File: src/rtl/vend_transaction_controller.sv
// One vending transaction: coin collection, product dispense over req/ack,
// then change or refund paid out one coin at a time through the hopper.
module vend_transaction_controller #(
    parameter int PRICE        = 40,
    parameter int CREDIT_W     = 7,
    parameter int DISP_TIMEOUT = 255
) (
    input  logic                Clk,
    input  logic                Reset,
    input  logic                Coin_Valid,
    input  logic [1:0]          Coin_Code,
    output logic                Coin_Ready,
    input  logic                Cancel,
    output logic                Vend_Req,
    input  logic                Vend_Ack,
    output logic                Chg_Req,
    output logic [1:0]          Chg_Coin,
    input  logic                Chg_Ack,
    output logic [CREDIT_W-1:0] Credit,
    output logic                Reject,
    output logic                Fault
);

    localparam int CNT_W = $clog2(DISP_TIMEOUT + 1);
    localparam logic [CREDIT_W-1:0] PRICE_C  = CREDIT_W'(PRICE);
    localparam logic [CNT_W-1:0]    TMO_LAST = CNT_W'(DISP_TIMEOUT - 1);

    typedef enum logic [1:0] {COLLECT, VEND, CHANGE} state_t;

    state_t              state;
    logic [CNT_W-1:0]    tmo_cnt;
    logic [CREDIT_W-1:0] credit_acc;
    logic [CREDIT_W-1:0] credit_left;
    logic [CREDIT_W-1:0] credit_paid;

    function automatic logic [CREDIT_W-1:0] coin_value(input logic [1:0] code);
        case (code)
            2'b00:   return CREDIT_W'(10);
            2'b01:   return CREDIT_W'(20);
            2'b10:   return CREDIT_W'(50);
            default: return '0;
        endcase
    endfunction

    // Greedy payout: Rs20 while at least 20 remains, otherwise Rs10.
    function automatic logic [1:0] change_code(input logic [CREDIT_W-1:0] amount);
        return (amount >= CREDIT_W'(20)) ? 2'b01 : 2'b00;
    endfunction

    function automatic logic [CREDIT_W-1:0] change_value(input logic [1:0] code);
        return (code == 2'b01) ? CREDIT_W'(20) : CREDIT_W'(10);
    endfunction

    always_comb begin
        credit_acc = Credit;
        if (Coin_Valid)
            credit_acc = Credit + coin_value(Coin_Code);
    end

    assign credit_left = Credit - PRICE_C;
    assign credit_paid = Credit - change_value(Chg_Coin);
    assign Coin_Ready  = (state == COLLECT);

    always_ff @(posedge Clk or posedge Reset) begin
        if (Reset) begin
            state    <= COLLECT;
            Credit   <= '0;
            tmo_cnt  <= '0;
            Vend_Req <= 1'b0;
            Chg_Req  <= 1'b0;
            Chg_Coin <= 2'b00;
            Reject   <= 1'b0;
            Fault    <= 1'b0;
        end else begin
            Reject <= 1'b0;
            Fault  <= 1'b0;
            case (state)
                COLLECT: begin
                    if (Coin_Valid && Coin_Code == 2'b11)
                        Reject <= 1'b1;
                    Credit <= credit_acc;
                    if (credit_acc >= PRICE_C) begin
                        state    <= VEND;
                        Vend_Req <= 1'b1;
                        tmo_cnt  <= '0;
                    end else if (Cancel && credit_acc != '0) begin
                        state    <= CHANGE;
                        Chg_Req  <= 1'b1;
                        Chg_Coin <= change_code(credit_acc);
                    end
                end
                VEND: begin
                    // An ack in the timeout cycle still counts as a sale.
                    if (Vend_Ack) begin
                        Vend_Req <= 1'b0;
                        Credit   <= credit_left;
                        if (credit_left != '0) begin
                            state    <= CHANGE;
                            Chg_Req  <= 1'b1;
                            Chg_Coin <= change_code(credit_left);
                        end else begin
                            state <= COLLECT;
                        end
                    end else if (tmo_cnt == TMO_LAST) begin
                        Fault    <= 1'b1;
                        Vend_Req <= 1'b0;
                        state    <= CHANGE;
                        Chg_Req  <= 1'b1;
                        Chg_Coin <= change_code(Credit);
                    end else begin
                        tmo_cnt <= tmo_cnt + 1'b1;
                    end
                end
                CHANGE: begin
                    // Chg_Req idles low for one cycle between coins.
                    if (Chg_Req) begin
                        if (Chg_Ack) begin
                            Chg_Req <= 1'b0;
                            Credit  <= credit_paid;
                            if (credit_paid == '0)
                                state <= COLLECT;
                        end
                    end else begin
                        Chg_Req  <= 1'b1;
                        Chg_Coin <= change_code(Credit);
                    end
                end
                default: state <= COLLECT;
            endcase
        end
    end

endmodule

File: config.mk
export PLATFORM = sky130hd
export DESIGN_NAME = vend_transaction_controller
export DESIGN_NICKNAME = d
export VERILOG_FILES = /design/src/rtl/vend_transaction_controller.sv
export SDC_FILE = /design/constraint.sdc
export NUM_CORES = 1
export LEC_CHECK = 0
export ABC_AREA = 1
export BUFFER_PORTS_ARGS = -buffer_cell sky130_fd_sc_hd__buf_2
export CORE_MARGIN = 3
export CORE_UTILIZATION = 35
export DETAILED_ROUTE_END_ITERATION = 12
export SLEW_MARGIN = 20
export SYNTH_ARGS = -nofsm -noshare
export SYNTH_HDL_FRONTEND = slang
export SYNTH_SLANG_ARGS = --single-unit
export TNS_END_PERCENT = 20
File: constraint.sdc
create_clock -name Clk -period 5.9 [get_ports Clk]
set_input_delay 1.18 -clock Clk [delete_from_list [all_inputs] [get_ports Clk]]
set_output_delay 1.18 -clock Clk [all_outputs]
set_load 0.05 [all_outputs]
==> impl_results.md, run 1 <==
* Outcome: completed
* Total CTS buffers at 3
* Initial antenna violation count at 0
* Syn Area/Cell at 7.36 sq um
* Share of the synthesized area in the top cell type at 24.8%
* Leak at 1.22 nW
* Final count of pins violating max slew at 0
* Iter 0 DRT Violations at 85
* First-pass GRT wire length at 8630 um
* Worst-path clk slew at 80 ps
* Slew headroom at 44.4%
* Gp weighted congestion at 0.866
* Synth Cell Area at 2120 sq um
* Vias in the first global route at 1,769
* P per Cell Area at 579 nW/um^2
* Largest net degree at the start of global routing at 22
* CTS Buffer Depth at 2
* CP max FO at 11
* Tmin final at 3280 ps
* ANT nets after route at 0
* Post-CTS Setup Bufs at 0
* Final wirelength at 4890 um
* Max Clock Freq at 305 MHz
* Routed vias/inst at 5.02
* Post-synth top cells: nand2_1 (69), inv_1 (34), ha_1 (26), nand3_1 (22), dfrtp_1 (21)
* DP Wirelength at 3890 um
* Htree depth at 1
* DP Area at 2250 sq um
* Share of layout cells above drive strength 1 at 18.3%
* Nature of the critical path startpoint: input port
* Fin area at 2300 sq um
* Skew final at 7.88 ps
* Area Growth Syn to Fin at 8.38%
* Die Ht at 83.8 um
* Register bit count reported by yosys at 21
* Post-synthesis sequential area ratio at 24.8%
* Tightest Pin Transition at 834 ps
* Top post-synthesis cells by area: dfrtp_1 (25%), ha_1 (15%), nand2_1 (12%)
* Worst Path Arrival at 3440 ps
* CP Capture Type: flip-flop
* Unique masters post-synth at 36
* Final Hold Viols at 0
* CTS hold repair buffers at 0
* Worst Hold Class: reg -> reg
* Ys async rst share at 100%
* Global Route Usage Sum at 14.8%
* DIE WIDTH at 83.8 um
* Std cell rows at 27
* Buffers on Ports at 19
* Post-cts sizing count at 0
* Yosys warnings at 0
* Top_reg_cell synth: dfrtp_1
* Setup CP Type: in -> reg
* Clk sinks at 21
* Endpoints failing setup at 0
* Clk root buf: clkbuf_8
* Die Area at 7030 sq um
* Worst Path Required at 6060 ps
* # IOs at 22
* Starting Density at 37.3%
* Antenna cells at 0
* Post-route DRC violation count at 0
* Via count at 1,896
* Number of synthesized flops with an enable pin at 0
* Final nets at 343
* IR drop worst, VDD at 0.208 mV
* Fin crit share at 55.6%
* Skew-Pair Late Insertion Delay at 270 ps
* CTS tree: done
* Most common cell in the netlist: nand2_1
* Average wire per standard cell at 12.9 um
* Synth area leader: dfrtp_1
* Max cap viols at 0
* Core region area at 5680 sq um
* Setup tns final at 0 ps
* Total congestion overflow at 0
* Mapped Cells at 288
* RSZ-0062 raised after global routing: no
* First-pass DRT Iterations at 4
[stage by stage]
step	hold slack, ps	util [%]	std cells	worst slack, ps	total power, mW
CTS	517	40.5	378	2620	1.34
detailed placement	496	39.7	374	2310	1.24
finish	516	40.5	378	2620	1.33
floorplan	496	-	289	2720	1.05
global route	580	40.5	378	2390	1.48
global placement	489	39.7	374	2400	1.23
[layout by cell type, fill, tap and decap left out, drive strengths merged, types with 4 or more instances in the layout]
master	instances
nand2	84
inv	39
ha	26
nand3	26
nor2	22
dfrtp	21
buf	19
o21ai	17
xor2	11
a21oi	10
nand4	4
o211ai	4
[final cells by class]
cell class	instances	area [sq um]
timing repair buffer	19	95.1
sequential	21	526
fill	614	3380
tap	72	90.1
multi-input combinational	222	1390
clock inverter	1	5.00
clock buffer	3	41.3
inverter	40	150
[state kept, by name (all words and copies together), names as in the netlist]
signal and flops:
Vend_Req 1, Chg_Req 1, state 2, Fault 1, tmo_cnt 8, Chg_Coin 1
Reject 1, Credit 6
[worst max-delay path, cell delays in order]
cell     delay [ps]
buf_2           110
inv_1            90
ha_1            170
or2_2           110
ha_1            170
inv_1            60
fa_1            370
inv_1            80
nand3_1          80
nand2_1          80
nand2_1          50
nand3_1          80
nand2_2         100
a21oi_4         210
nand2_4          80
nand3_4         170
inv_2           100
nand3_1          80
nand2_1          50
[power breakdown]
group	leakage, nW	internal [mW]	switching (mW)
combinational	0.918	0.305	0.665
clock	0.0255	0.0471	0.0502
sequential	0.274	0.189	0.0740
[routing by layer]
layer	track usage (%)	routed length [um]	vias up
met3	2.96	257	2
met4	2.63	25	0
met1	20.8	2440	893
met5	0	0	-
li1	-	-	963
met2	23.6	2170	38
[final timing paths]
path / from / to / slack [ps] / depth (start not counted)
max: Coin_Code[0] / tmo_cnt[5]$_DFFE_PP0P_ / 2620 / 19
min: Vend_Req$_DFFE_PP0P_ / Vend_Req$_DFFE_PP0P_ / 520 / 2
max reg2reg: Chg_Coin[0]$_DFFE_PP0P_ / state[1]$_DFFE_PP0P_ / 3420 / 13
min reg2reg: Vend_Req$_DFFE_PP0P_ / Vend_Req$_DFFE_PP0P_ / 520 / 2
max in group asynchronous: Reset / tmo_cnt[0]$_DFFE_PP0P_ / 4310 / 2
min in group asynchronous: Reset / tmo_cnt[3]$_DFFE_PP0P_ / 1060 / 2
[kinds of logic after synthesis]
group	after synthesis	synth area share, %
other cells	1	0.177
simple gates	141	31.8
compound gates	40	11.7
buf+inv	46	9.80
flops	21	24.8
xor+xnor	11	4.55
fa+ha+maj	28	17.2
Power figures use the tool's default switching activity.
==> run 2: changes to the inputs <==
clock period = 3.4 ns   (was 5.9 ns; I/O delays follow)
==> impl_results.md, run 2 (same netlist as run 1, synthesis figures left out) <==
* Via count at 1,869 (-1.4%)
* DP Wirelength at 3870 um (-0.39%)
* Worst Hold Class: reg -> reg
* Share of layout cells above drive strength 1 at 18.3% (unchanged)
* Initial antenna violation count at 0 (unchanged)
* Most frequent cells in the layout: nand2_1 (69), inv_1 (34), ha_1 (26), nand3_1 (22), dfrtp_1 (21)
* Commonest non-fill, non-tap cell in the layout: nand2_1
* Average wire per standard cell at 12.9 um (-0.59%)
* Htree depth at 1 (unchanged)
* Outcome: completed
* Worst Path Arrival at 2950 ps (-490 ps)
* Worst Path Required at 3570 ps (-2490 ps)
* Reg area at 526 sq um (unchanged)
* Global Route Usage Sum at 14.5% (-0.24 points)
* First-pass GRT wire length at 8520 um (-1.3%)
* Slew headroom at 44.0% (-0.34 points)
* Setup tns final at 0 ps (unchanged)
* # IOs at 22 (unchanged)
* # fillers at 606 (-1.3%)
* Max cap viols at 0 (unchanged)
* First-pass DRT Iterations at 4 (unchanged)
* Gp weighted congestion at 0.866 (unchanged)
* Tmin final at 2790 ps
* Post-route DRC violation count at 0 (unchanged)
* IR drop worst, VDD at 0.353 mV (+70%)
* Post-cts sizing count at 0 (unchanged)
* DIE WIDTH at 83.8 um (unchanged)
* Antenna cells at 0 (unchanged)
* Top flop regs: tmo_cnt: 8 flops, Credit: 6 flops, state: 2 flops
* Fin crit share at 82.0%
* Endpoints failing setup at 0 (unchanged)
* Std cell rows at 27 (unchanged)
* WP buf/inv at 5 (unchanged)
* Final count of pins violating max slew at 0 (unchanged)
* Routed vias/inst at 4.94 (-1.4%)
* CTS hold repair buffers at 0 (unchanged)
* Final Hold Viols at 0 (unchanged)
* Starting Density at 37.3% (unchanged)
* Post-CTS Setup Bufs at 0 (unchanged)
* Multi-input gate area at 1390 sq um (unchanged)
* CTS Buffer Depth at 2 (unchanged)
* Final nets at 343 (unchanged)
* CP max FO at 11 (unchanged)
* Max reg flops at 8 (unchanged)
* Skew final at 10.5 ps (+2.63 ps)
* ANT nets after route at 0 (unchanged)
* Setup CP Type: in -> reg
* Reg with most FFs: tmo_cnt
* Area Growth Syn to Fin at 8.38% (unchanged)
* P per Cell Area at 1010 nW/um^2 (+74%)
* Largest net degree at the start of global routing at 22 (unchanged)
* Worst-path clk slew at 90 ps (about the same)
* Vias in the first global route at 1,708 (-3.4%)
* Die Ht at 83.8 um (unchanged)
* Clk sinks at 21 (unchanged)
* CP top delay family: simple AND/OR/NAND/NOR gates
* Total congestion overflow at 0 (unchanged)
* CP max-delay cell: fa_1
* Final wirelength at 4860 um (-0.59%)
* Core region area at 5680 sq um (unchanged)
* Buffers on Ports at 19 (unchanged)
* Max Clock Freq at 359 MHz
* RSZ-0062 raised after global routing: no
* CP cell instances: buf_2, inv_1, ha_1, or2_2, ha_1, inv_1, fa_1, inv_1, nand3_1, nand2_1, nand2_1, nand3_1, nand2_2, a21oi_4, nand2_4, nand3_4, inv_2, nand3_1, nand2_1
* Die Area at 7030 sq um (unchanged)
* Slowest stage delay, CP at 370 ps (about the same)
* Final core occ at 40.5% (unchanged)
* Leak at 1.22 nW (unchanged)
* Skew-Pair Late Insertion Delay at 270 ps (about the same)
* CP Capture Type: flip-flop
* Nature of the critical path startpoint: input port
* CTS tree: done
* Tightest Pin Transition at 839 ps (+5.11 ps)
* Total CTS buffers at 3 (unchanged)
* Iter 0 DRT Violations at 96 (+13%)
* Clk root buf: clkbuf_8
run 2: cell counts in the layout (fill, tap and decap cells not counted):
No cell type changed its count.
run 2: worst min-delay path, stage by stage (launching register included):
cell and delay, ps:
dfrtp_1 360, o21ai_0 80, nand2_1 60
run 2: through the flow:
step | hold slack (ps) | total power [mW] | instance area (sq um) | setup WS (ps) | std cells
floorplan | 496 | 1.82 | 2120 | 717 | 289
global placement | 489 | 2.14 | 2250 | 398 | 374
detailed placement | 504 | 2.15 | 2250 | 322 | 374
CTS | 524 | 2.33 | 2300 | 619 | 378
global route | 581 | 2.56 | 2300 | 411 | 378
finish | 523 | 2.31 | 2300 | 611 | 378
run 2: path summary, 6_finish.rpt:
| kind | from | end | slack (ps) | cells after the start |
|---|---|---|---|---|
| worst max-delay path | Coin_Code[0] | tmo_cnt[2]$_DFFE_PP0P_ | 610 | 19 |
| worst min-delay path | Vend_Req$_DFFE_PP0P_ | Vend_Req$_DFFE_PP0P_ | 520 | 2 |
| worst max register to register | Chg_Coin[0]$_DFFE_PP0P_ | state[1]$_DFFE_PP0P_ | 920 | 13 |
| worst min register to register | Vend_Req$_DFFE_PP0P_ | Vend_Req$_DFFE_PP0P_ | 520 | 2 |
| max in group asynchronous | Reset | Credit[2]$_DFFE_PP0P_ | 2300 | 2 |
| min in group asynchronous | Reset | tmo_cnt[3]$_DFFE_PP0P_ | 560 | 2 |
run 2: routing by layer:
layer | routed length [um] | GRT usage (%) | share of wire (%) | vias up
li1 | - | - | - | 960
met1 | 2530 | 21.4 | 52 | 872
met2 | 2110 | 22.6 | 43 | 35
met3 | 204 | 2.86 | 4.2 | 2
met4 | 17 | 1.75 | 0.35 | 0
met5 | 0 | 0 | 0 | -
run 2: area by class of cell:
class                      instances  area share (%)
clock inverter                     1           0.218
timing repair buffer              19            4.14
inverter                          40            6.54
multi-input combinational        222            60.5
clock buffer                       3            1.80
sequential                        21            22.9
tap                               72            3.92
run 2: power breakdown:
part	total, mW	leakage (nW)	switching, mW	internal [mW]
Sequential	0.457	0.274	0.129	0.327
Combinational	1.68	0.918	1.15	0.530
Clock	0.168	0.0255	0.0866	0.0818
Total	2.31	1.22	1.37	0.939
